[src/rtl/llsc_ctrl_pkg.sv]
// Shared definitions for the LL/SC controller: widths and FSM state encoding.
package llsc_ctrl_pkg;

  localparam int unsigned LLSC_ADDR_W = 32;
  localparam int unsigned LLSC_DATA_W = 32;

  typedef enum logic [1:0] {
    ST_IDLE  = 2'd0,
    ST_ISSUE = 2'd1,
    ST_RESP  = 2'd2
  } llsc_state_e;

endpackage : llsc_ctrl_pkg

[src/rtl/llsc_ctrl.sv]
// LL.W / SC.W controller: owns LLbit, issues successful SC.W stores to the
// data-cache port and returns the one-cycle SC.W completion to the pipeline.
module llsc_ctrl
  import llsc_ctrl_pkg::*;
#(
  parameter int unsigned ADDR_W = LLSC_ADDR_W
) (
  input  logic                   clk,
  input  logic                   rst,
  input  logic                   flush,
  input  logic                   ll_commit,
  input  logic                   ertn_commit,
  input  logic                   llbctl_klo,
  input  logic                   llbctl_wcllb,
  input  logic                   sc_req_valid,
  output logic                   sc_req_ready,
  input  logic [ADDR_W-1:0]      sc_paddr,
  input  logic [LLSC_DATA_W-1:0] sc_wdata,
  output logic                   mem_req,
  input  logic                   mem_ack,
  output logic [ADDR_W-1:0]      mem_addr,
  output logic [LLSC_DATA_W-1:0] mem_wdata,
  output logic                   sc_resp_valid,
  output logic                   sc_resp_result,
  output logic                   llbit,
  output logic                   klo_clear
);

  llsc_state_e            state_q, state_d;
  logic                   ready_q, ready_d;
  logic                   flushed_q, flushed_d;
  logic                   mem_req_q, mem_req_d;
  logic [ADDR_W-1:0]      addr_q, addr_d;
  logic [LLSC_DATA_W-1:0] wdata_q, wdata_d;
  logic                   resp_valid_q, resp_valid_d;
  logic                   result_q, result_d;
  logic                   llbit_q, llbit_d;
  logic                   klo_clear_q, klo_clear_d;
  logic                   sc_ok;
  logic                   llbit_clr;

  // Next-state, store-port and LLbit logic.
  always_comb begin
    state_d      = state_q;
    flushed_d    = flushed_q;
    mem_req_d    = mem_req_q;
    addr_d       = addr_q;
    wdata_d      = wdata_q;
    resp_valid_d = 1'b0;
    result_d     = result_q;
    sc_ok        = 1'b0;

    unique case (state_q)
      ST_IDLE: begin
        // A flushed request is never accepted; LLbit is sampled only here.
        if (sc_req_valid && !flush) begin
          if (llbit_q) begin
            state_d   = ST_ISSUE;
            mem_req_d = 1'b1;
            addr_d    = sc_paddr;
            wdata_d   = sc_wdata;
            flushed_d = 1'b0;
          end else begin
            state_d      = ST_RESP;
            resp_valid_d = 1'b1;
            result_d     = 1'b0;
          end
        end
      end
      ST_ISSUE: begin
        // The store cannot be recalled once issued; a flush only hides the reply.
        if (flush) flushed_d = 1'b1;
        if (mem_ack) begin
          mem_req_d = 1'b0;
          sc_ok     = 1'b1;
          if (flushed_q || flush) begin
            state_d = ST_IDLE;
          end else begin
            state_d      = ST_RESP;
            resp_valid_d = 1'b1;
            result_d     = 1'b1;
          end
        end
      end
      ST_RESP: state_d = ST_IDLE;
      default: state_d = ST_IDLE;
    endcase

    ready_d     = (state_d == ST_IDLE);
    llbit_clr   = llbctl_wcllb || (ertn_commit && !llbctl_klo) || sc_ok;
    llbit_d     = llbit_clr ? 1'b0 : (ll_commit ? 1'b1 : llbit_q);
    klo_clear_d = ertn_commit && llbctl_klo;
  end

  // State and output registers with synchronous reset.
  always_ff @(posedge clk) begin
    if (rst) begin
      state_q      <= ST_IDLE;
      ready_q      <= 1'b1;
      flushed_q    <= 1'b0;
      mem_req_q    <= 1'b0;
      addr_q       <= '0;
      wdata_q      <= '0;
      resp_valid_q <= 1'b0;
      result_q     <= 1'b0;
      llbit_q      <= 1'b0;
      klo_clear_q  <= 1'b0;
    end else begin
      state_q      <= state_d;
      ready_q      <= ready_d;
      flushed_q    <= flushed_d;
      mem_req_q    <= mem_req_d;
      addr_q       <= addr_d;
      wdata_q      <= wdata_d;
      resp_valid_q <= resp_valid_d;
      result_q     <= result_d;
      llbit_q      <= llbit_d;
      klo_clear_q  <= klo_clear_d;
    end
  end

  assign sc_req_ready   = ready_q;
  assign mem_req        = mem_req_q;
  assign mem_addr       = addr_q;
  assign mem_wdata      = wdata_q;
  // A flush arriving in the response cycle kills the writeback immediately.
  assign sc_resp_valid  = resp_valid_q && !flush;
  assign sc_resp_result = result_q;
  assign llbit          = llbit_q;
  assign klo_clear      = klo_clear_q;

endmodule : llsc_ctrl

[config.mk]
export PLATFORM = sky130hd
export DESIGN_NAME = llsc_ctrl
export DESIGN_NICKNAME = d
export VERILOG_FILES = /design/src/rtl/llsc_ctrl_pkg.sv /design/src/rtl/llsc_ctrl.sv
export SDC_FILE = /design/constraint.sdc
export NUM_CORES = 1
export LEC_CHECK = 0
export BUFFER_PORTS_ARGS = -buffer_cell sky130_fd_sc_hd__buf_2
export CORE_MARGIN = 10
export CORE_UTILIZATION = 35
export CTS_CLUSTER_SIZE = 40
export DETAILED_ROUTE_END_ITERATION = 8
export PLACE_DENSITY_LB_ADDON = 0.05
export SYNTH_ARGS = -nofsm -noshare
export SYNTH_HDL_FRONTEND = slang
export SYNTH_SLANG_ARGS = --single-unit
[constraint.sdc]
create_clock -name clk -period 3.5 [get_ports clk]
set_input_delay 0.875 -clock clk [delete_from_list [all_inputs] [get_ports clk]]
set_output_delay 0.875 -clock clk [all_outputs]
set_load 0.01 [all_outputs]
# [After elaboration in Yosys (flattened, before gate mapping)]
# Cells that the tools add are included.
[op_classes] n_eq_ne=7 muxes=25 reduce_logical=17
[op_table] operator="two-way mux 1 bit" count=16
[op_table] operator="inequality test 2 bit (second input constant)" count=6
[op_table] operator="two-way mux 2 bit" count=4
[op_table] operator="one-hot mux 1 bit (2 select lines)" count=4
[op_table] operator="AND reduction 4 bit" count=2
[op_table] operator="AND reduction 5 bit" count=1
[op_table] operator="logical AND 1 bit" count=4
[op_table] operator="logical NOT 2 bit" count=2
[op_table] operator="one-hot mux 2 bit (2 select lines)" count=1
[op_table] operator="logical OR 1 bit" count=3
[op_table] operator="AND reduction 3 bit" count=1
[op_table] operator="equality test 2 x 1 -> 1 bit (second input constant)" count=1
[op_table] operator="logical NOT 1 bit" count=2
[op_table] operator="nonzero test 2 bit" count=1
[op_table] operator="OR reduction 2 bit" count=1
[totals] ff_bits=73 input_bits=73 output_inout_bits=70

# [Depth between registers and ports, before layout]
# Gate-level depths: netlist of the first run.
[logic_depth] depth_word=5 depth_mapped=6 depth_no_buf=3

# [Worst setup path before layout of the first run]
# No wires, ideal clock.
[synth_path] path_kind="in2out" startpoint="input port flush" endpoint="output port sc_resp_valid" arrival_ps=1053 slack_ps=1572 stages=1 n_path_buf=0 cell_sequence="nor2b_1"
[synth_between] elab_chain_len=2
[synth_rtl] element="from (decl)" line_no="llsc_ctrl.sv:10" rtl="input logic flush,"
[synth_rtl] element="logical NOT 1 bit" line_no="llsc_ctrl.sv:127" rtl="assign sc_resp_valid = resp_valid_q && !flush;"
[synth_rtl] element="logical AND 1 bit" line_no="llsc_ctrl.sv:127"
[synth_rtl] element="to (decl)" line_no="llsc_ctrl.sv:23" rtl="output logic sc_resp_valid,"
# Every way passes these cells.

# [Final worst setup path of the first run]
[layout_path] startpoint="input port flush" endpoint="register wdata_q[29], in the netlist mem_wdata[29]"
[layout_between] elab_chain_len=3
[layout_rtl] element="logical NOT 1 bit" line_no="llsc_ctrl.sv:56" rtl="if (sc_req_valid && !flush) begin"
[layout_rtl] element="logical AND 1 bit" line_no="llsc_ctrl.sv:56"
[layout_rtl] element="AND reduction 3 bit (no line)"
[layout_rtl] element="to (signal assigned)" line_no="llsc_ctrl.sv:114" rtl="wdata_q <= wdata_d;"
[layout_rtl] element="to (decl)" line_no="llsc_ctrl.sv:34" rtl="logic [LLSC_DATA_W-1:0] wdata_q, wdata_d;"
# Every way passes these cells.
# A chain may end at the register's enable or synchronous reset.

==> metrics, run 1 <==
dpl cells=550; syn avg cell area=10.3 um^2; Hold Path Class=flip-flop to flip-flop; DR top layer=met4; WHS=0.466 ns; routed vias=2465; Metal-1 WL=3540 um; Max Slew Vio Count=0; area of the multi-input gates=1610 um^2; RSZ-0062 raised after global routing=no; pin count of the biggest net entering global routing=56; Seq cells post-synth=73; dpl hpwl=6060 um; metal2 WL=3660 um; Die ar.=13600 um^2; power per cell area=373 nW/um^2; worst reg2reg startpoint=state_q[0]; Antenna diodes=0; most frequent cells in the layout=buf_2 (142), nand2b_1 (130), dfxtp_1 (73), mux2i_1 (64), clkbuf_8 (9); Simple-Gate Fraction of Synth Area=0.276; critical path type=input port to flip-flop; post-synthesis mux area share=0.196; critical path startpoint=flush; clock tree sinks=73; WL per Instance=14.3 um; first-pass GRT wire length=12600 um; grt total ovfl=0; sequential share of the synthesized area=0.448; Layout area overhead=26.3%; critical hold path startpoint=sc_resp_result; CP Capture Type=flip-flop; GRT Overall Usage=0.117; Post-synth top flop=dfxtp_1; IO Pins=143; Initial Util=0.357; Die Y=117 um; Die Wd=117 um; syn_nets=389; core box area=9150 um^2; clock latency at the later pin of the worst-skew pair=0.33 ns; post-synthesis compound-gate area fraction=0.0199; setup TNS=0 ns; total CTS buffers=9; post-DR vias/cell=4.36; status=completed; final antenna-violating net count=0; # setup viols final=0; Placer Congestion=0.749; main combinational cell family by area after synthesis=simple AND/OR/NAND/NOR gates; setup bufs post-CTS=0; worst path required time=3.76 ns; layout cells sized above 1=0.356; Synth warnings=0; Mapped Area=3270 um^2; initial antenna violation count=2; Final Instance Count excl. Fillers=566; Post-CTS Hold Fix Bufs=0; async set-reset flop share out of synthesis=0; drt first-iter violations=95; final hold vios=0; Reg clk slew, reported paths=0.07 ns; synthesized instance count=316; f_max=464 MHz; filler cell count=954; xor/xnor cell area share of the yosys netlist=0; EDFF count, synth=0; Netlist cell types=23; Worst setup SP type=input port; DRC=0; Slew headroom=0.620; CTS tree=built; routed wire length=8110 um; Lkg Pwr=1.79 nW; CP arrival=2.41 ns; Layout Skew=0.00644 ns; drt first pass iters=4; clock root buffer master=clkbuf_8; MaxCap Viol Count=0; most common cell after layout, fill and taps aside=buf_2; Nets=523; Slew @ Worst Pin=0.569 ns; min Tclk post-route=2.16 ns; H-tree levels=3; std cell rows=35; met3 WL=848 um; worst-path fanout max=32; Seq. cell area=1460 um^2; post-synthesis adder-cell area fraction=0; vias in the first global route=2543; fin crit share=0.616; # resized after CTS=0; IO buf count=142; clk buf depth=2; peak supply drop=0.211 mV
[metal layers]
metal  up-vias  GRT usage
met5         -          0
met4         0     0.0445
met3         5     0.0503
met2        84      0.175
met1      1092      0.145
li1       1284          -
[per-stage QoR]
stage	instance area [um^2]	power [W]	utilization	worst slack [ns]
6_report	4130	0.00154	0.451	1.34
3_3_place_gp	3970	0.00101	0.434	1.00
4_1_cts	4130	0.00157	0.451	1.33
2_1_floorplan	3270	0.000949	-	1.57
5_1_grt	4130	0.00163	0.451	1.20
3_5_place_dp	3970	0.00101	0.434	0.988
[state kept, by name (all words and copies together), names as in the netlist]
register and cells:
mem_wdata 32, mem_req 1, state_q 2, klo_clear 1
flushed_q 1, resp_valid_q 1, sc_resp_result 1, llbit 1
sc_req_ready 1, mem_addr 32
[cells by family after synthesis]
family / Yosys count
simple gates: 146
flops: 73
mux: 64
buf+inv: 24
compound gates: 9
[power by group]
group	switching, W	leakage [nW]	internal [W]
Sequential	0.00000631	0.589	0.000841
Clock	0.000296	0.0839	0.000254
Combinational	0.0000612	1.12	0.0000791
Total	0.000363	1.79	0.00117
[worst max-delay path, cell delays in order]
cell,delay (ns)
buf_2,0.13
nor3b_2,0.29
and3_4,0.56
buf_12,0.31
mux2i_1,0.22
[Yosys cell counts, types with 2 or more instances]
master,n,area (um^2)
nor2_1,6,22.5
buf_4,2,15.0
nor2b_1,2,12.5
clkbuf_1,14,52.6
a21oi_1,2,10.0
nor3_1,2,10.0
dfxtp_1,73,1460
mux2i_1,64,641
nand2b_1,130,813
buf_12,6,120
o21a_1,3,22.5
[layout make-up]
| class | count | share of cell area |
|---|---|---|
| clock inverter | 4 | 0.00485 |
| timing repair buffer | 146 | 0.183 |
| inverter | 1 | 0.000910 |
| multi-input combinational | 219 | 0.391 |
| clock buffer | 12 | 0.0328 |
| tap | 111 | 0.0337 |
| sequential | 73 | 0.354 |
[path summary, 6_finish.rpt]
path | endpoint | slack (ns) | cells past startpoint
worst min-delay path | sc_resp_result | 0.47 | 1
worst max-delay path | mem_wdata[29] | 1.34 | 5
worst max register to register | mem_wdata[29] | 1.65 | 4
worst min register to register | sc_resp_result | 0.47 | 1
No activity file was read; power rests on OpenSTA's default activity.
==> run 2, diff against run 1 <==
==> constraint.sdc (replaced) <==
create_clock -name clk -period 1.9 [get_ports clk]
set_input_delay 0.475 -clock clk [delete_from_list [all_inputs] [get_ports clk]]
set_output_delay 0.475 -clock clk [all_outputs]
set_load 0.01 [all_outputs]
==> run 2 against run 1 <==
Sequential share of layout area is 1.3 points lower. Largest power group unchanged. Non-clock buffer count is 2 higher. Sequential power is 84% higher. Critical path type is now flip-flop to flip-flop. Highest routed layer unchanged. Worst setup slack worse by 0.90 ns.
==> metrics, run 2 (synthesis results as in run 1) <==
met3 GRT Util=0.0524; Die Wd=117 um; Sw Share=0.207; total internal power=0.00268 W; cell family with the largest share of critical-path delay=simple AND/OR/NAND/NOR gates; drt first pass iters=4; final hold vios=0; min Tclk post-route=1.46 ns; Worst R2R Setup Slack=0.44 ns; Hold Crit Endpoint=klo_clear; most frequent cells in the layout=buf_2 (142), nand2b_1 (130), dfxtp_1 (73), mux2i_1 (64), clkbuf_8 (12); critical hold path startpoint=ertn_commit; f_max=687 MHz; r2r worst-path depth=4; total power=0.00338 W; Worst setup SP type=flip-flop; Reg clk slew, reported paths=0.07 ns; CP bufs+invs=1; fin crit share=0.766; worst-path fanout max=27; std cell rows=35; met1 global-route usage=0.137; filler cell count=893; setup bufs post-CTS=0; CP arrival=1.72 ns; dpl cells=552; GRT Overall Usage=0.116; vias in the first global route=2556; worst path cell trace=nor3b_2 > and3_4 > buf_12 > mux2i_1; # setup viols final=0; Final Instance Count excl. Fillers=568; layout cells sized above 1=0.365; first-pass GRT wire length=12600 um; clock latency at the later pin of the worst-skew pair=0.34 ns; Lkg Pwr=1.86 nW; sequential share of power=0.461; GRT busiest layer=met2; routed wire length=8310 um; clock root buffer master=clkbuf_8; crit-path max cell delay=0.36 ns; pin count of the biggest net entering global routing=79; final antenna-violating net count=0; Util after Layout=0.468; total CTS buffers=9; core box area=9150 um^2; IO buf count=142; Die Y=117 um; peak supply drop=0.391 mV; Post-CTS Hold Fix Bufs=0; status=completed; Placer Congestion=0.760; Slew headroom=0.726; grt total ovfl=0; drt first-iter violations=70; Comb power frac=0.079; initial antenna violation count=2; Hold Crit Depth=3; area of the multi-input gates=1610 um^2; most common cell after layout, fill and taps aside=buf_2; setup TNS=0 ns; CTS tree=built; Layout Skew=0.0114 ns; Antenna diodes=0; RSZ-0062 raised after global routing=no; DRC=0; dpl hpwl=6080 um; MaxCap Viol Count=0; routed vias=2511; Seq. cell area=1460 um^2; Max Slew Vio Count=0; clk buf depth=2; Hold Path Class=input port to flip-flop; IO Pins=143; Slew @ Worst Pin=0.408 ns; H-tree levels=3; Reg2Reg Capture Point=mem_addr[28]; worst reg2reg startpoint=state_q[0]; power per cell area=790 nW/um^2; Layout area overhead=31.2%; GRT met2 Usage=0.179; WL per Instance=14.6 um; CP Capture Type=flip-flop; Nets=525; Switch Pwr=0.000701 W; Clock power frac=0.460; post-DR vias/cell=4.42; Stages on worst setup path=4; Initial Util=0.357; clock tree sinks=73; critical path type=flip-flop to flip-flop; CP max-delay cell=dfxtp_1; worst path required time=2.16 ns; Die ar.=13600 um^2; # resized after CTS=0
run 2: changes by cell type in the layout (fill, tap and decap cells not counted), sizes merged:
cell	change
clkinvlp	+1
clkinv	-4
bufinv	+3
buf	+2
run 2: cell type report:
| type | instances | area share |
|---|---|---|
| multi-input cells | 219 | 0.376 |
| flip-flops and latches | 73 | 0.341 |
| repair buffers | 148 | 0.188 |
| clock buffers | 12 | 0.0385 |
| well taps | 111 | 0.0324 |
| clock inverters | 4 | 0.0228 |
| inverters | 1 | 0.000876 |
run 2: worst reg2reg max path: cells and delay by family, from the launching register on:
kind | cells | cell delay [ns]
multiplexers | 1 | 0.22
AND/OR/NAND/NOR | 2 | 0.56
buffers and inverters | 1 | 0.25
flip-flops | 1 | 0.36
run 2: power groups by stage:
| stage | registers [W] | clock network [W] | logic (W) |
|---|---|---|---|
| 5_1_grt | 0.00156 | 0.00167 | 0.000298 |
| 6_report | 0.00156 | 0.00156 | 0.000268 |
| 3_3_place_gp | 0.00160 | 0 | 0.000268 |
| 4_1_cts | 0.00156 | 0.00162 | 0.000273 |
| 2_1_floorplan | 0.00160 | 0 | 0.000144 |
| 3_5_place_dp | 0.00160 | 0 | 0.000272 |
run 2: metal layers:
metal	vias to the layer above	routed length [um]
li1	1293	-
met1	1119	3670
met2	89	3700
met3	10	837
met4	0	104
met5	-	0
run 2: metrics by stage:
| stage | setup slack (ns) | hold WS, ns | area [um^2] |
|---|---|---|---|
| after global placement | 0.263 | 0.449 | 4020 |
| after global routing | 0.317 | 0.367 | 4290 |
| final | 0.444 | 0.367 | 4290 |
| after detailed placement | 0.205 | 0.455 | 4020 |
| after CTS | 0.427 | 0.336 | 4290 |
| after floorplan | 0.391 | 0.443 | 3270 |
run 2: how the worst max path moves through the flow:
stage	from	to	slack, ns
CTS	llbit	llbit	0.43
floorplan	flush	mem_addr[10]	0.39
finish	state_q[0]	mem_addr[28]	0.44
global route	state_q[0]	mem_wdata[22]	0.32
detailed placement	flush	mem_wdata[8]	0.20
global placement	flush	mem_wdata[9]	0.26
==> run 3, diff against run 2 <==
==> constraint.sdc (replaced) <==
create_clock -name clk -period 1.4 [get_ports clk]
set_input_delay 0.35 -clock clk [delete_from_list [all_inputs] [get_ports clk]]
set_output_delay 0.35 -clock clk [all_outputs]
set_load 0.01 [all_outputs]
==> run 3 against run 2 <==
Clock-buffer cell count unchanged. Power grew 24%. Sequential power up 36%. First-iteration DRC count is 19% higher. Sequential share of layout area decreased by 1.8 points. Largest power group unchanged. Via count rose by 4.2%. Global-route usage up 0.13 points. Clock power is 8% higher. Design area increased by 5.8%. Cell count increased by 3.7%. Clock skew hardly changed. Routed wire length up 5.9%.
==> metrics, run 3 (synthesis results as in run 1) <==
status=completed; IO Pins=143; Layout Skew=0.0118 ns; Comb power frac=0.096; most common cell after layout, fill and taps aside=buf_2; peak supply drop=0.437 mV; dpl hpwl=6200 um; filler cell count=896; initial antenna violation count=1; Placer Congestion=0.720; GRT busiest layer=met2; first-pass GRT wire length=12700 um; CTS tree=built; total internal power=0.00326 W; met3 GRT Util=0.0575; met1 global-route usage=0.139; routed vias=2617; worst path required time=1.65 ns; WL per Instance=15.0 um; Lkg Pwr=1.98 nW; drt first pass iters=4; CP max-delay cell=dfxtp_2; RSZ-0062 raised after global routing=yes; Hold Crit Depth=3; power per cell area=929 nW/um^2; GRT Overall Usage=0.118; r2r worst-path depth=5; Layout area overhead=38.9%; final antenna-violating net count=0; clock root buffer master=clkbuf_8; clk buf depth=2; most frequent cells in the layout=buf_2 (142), nand2b_1 (130), dfxtp_1 (71), mux2i_1 (64), clkbuf_8 (11); final hold vios=0; f_max=738 MHz; CP arrival=1.61 ns; Initial Util=0.357; drt first-iter violations=83; Die ar.=13600 um^2; vias in the first global route=2618; critical path type=flip-flop to flip-flop; worst path cell trace=nor3b_4 > buf_4 > and3_4 > buf_12 > mux2i_1; pin count of the biggest net entering global routing=62; min Tclk post-route=1.35 ns; routed wire length=8810 um; Die Wd=117 um; layout cells sized above 1=0.394; Slew headroom=0.831; post-DR vias/cell=4.44; total CTS buffers=9; core box area=9150 um^2; worst-path fanout max=6; WHS=0.232 ns; std cell rows=35; # setup viols final=0; Util after Layout=0.495; Slew @ Worst Pin=0.253 ns; Sw Share=0.226; sequential share of power=0.503; Hold Path Class=input port to flip-flop; MaxCap Viol Count=0; Worst setup SP type=flip-flop; H-tree levels=3; Die Y=117 um; fin crit share=0.968; DRC=0; crit-path max cell delay=0.34 ns; clock latency at the later pin of the worst-skew pair=0.34 ns; Switch Pwr=0.000951 W; Max Slew Vio Count=0; IO buf count=142; Reg clk slew, reported paths=0.08 ns; GRT met2 Usage=0.179; CP Capture Type=flip-flop; grt total ovfl=0; clock tree sinks=73; Clock power frac=0.402; Nets=545
-- run 3: path summary, 6_finish.rpt --
check | start | to | slack (ns)
worst max-delay path | state_q[0] | mem_wdata[28] | 0.05
worst min-delay path | ertn_commit | klo_clear | 0.23
worst max register to register | state_q[0] | mem_wdata[28] | 0.05
worst min register to register | mem_addr[15] | mem_addr[15] | 0.47
-- run 3: area by class of cell --
type	instances	area (um^2)	share of cell area
Tap cell	111	139	0.0306
Multi-Input combinational cell	220	1630	0.360
Timing Repair Buffer	167	1090	0.240
Inverter	1	3.75	0.000828
Clock inverter	4	51.3	0.0113
Clock buffer	12	155	0.0342
Sequential cell	73	1460	0.323
Antenna cell	1	2.50	0.000552
-- run 3: through the flow --
step	cell area (um^2)	setup WS, ns	power, W	instances	TNS (ns)
3_3_place_gp	4080	-0.0135	0.00254	560	-0.291
5_1_grt	4530	-0.0413	0.00443	588	-0.336
6_report	4530	0.0451	0.00421	589	0
3_5_place_dp	4080	-0.0776	0.00255	560	-1.72
2_1_floorplan	3270	0.0157	0.00237	316	0
4_1_cts	4290	0.0150	0.00427	576	0
-- run 3: per-layer routing --
metal  part of all wire  routed length, um  vias to the layer above
met5                  0                  0                        -
met3               0.11                955                        9
li1                   -                  -                     1345
met4              0.013                118                        0
met1               0.43               3820                     1175
met2               0.44               3910                       88
-- run 3: power groups by stage --
stage,registers (W),logic [W],clock network (W)
4_1_cts,0.00212,0.000381,0.00177
3_3_place_gp,0.00216,0.000375,0
5_1_grt,0.00212,0.000448,0.00186
2_1_floorplan,0.00218,0.000195,0
6_report,0.00212,0.000403,0.00169
3_5_place_dp,0.00216,0.000380,0
-- run 3: what timing repair did --
item                                    4_1_cts  5_1_grt
endpoints found under the setup margin        0       41
buffers inserted                              0        4
hold buffers                                  0        0
gates resized for setup                       0        9
-- run 3: critical path, delay by kind of cell, from the launching register on --
| kind | cells | cell delay (ns) |
|---|---|---|
| buf+inv | 2 | 0.29 |
| flops | 1 | 0.34 |
| mux | 1 | 0.20 |
| simple gates | 2 | 0.43 |
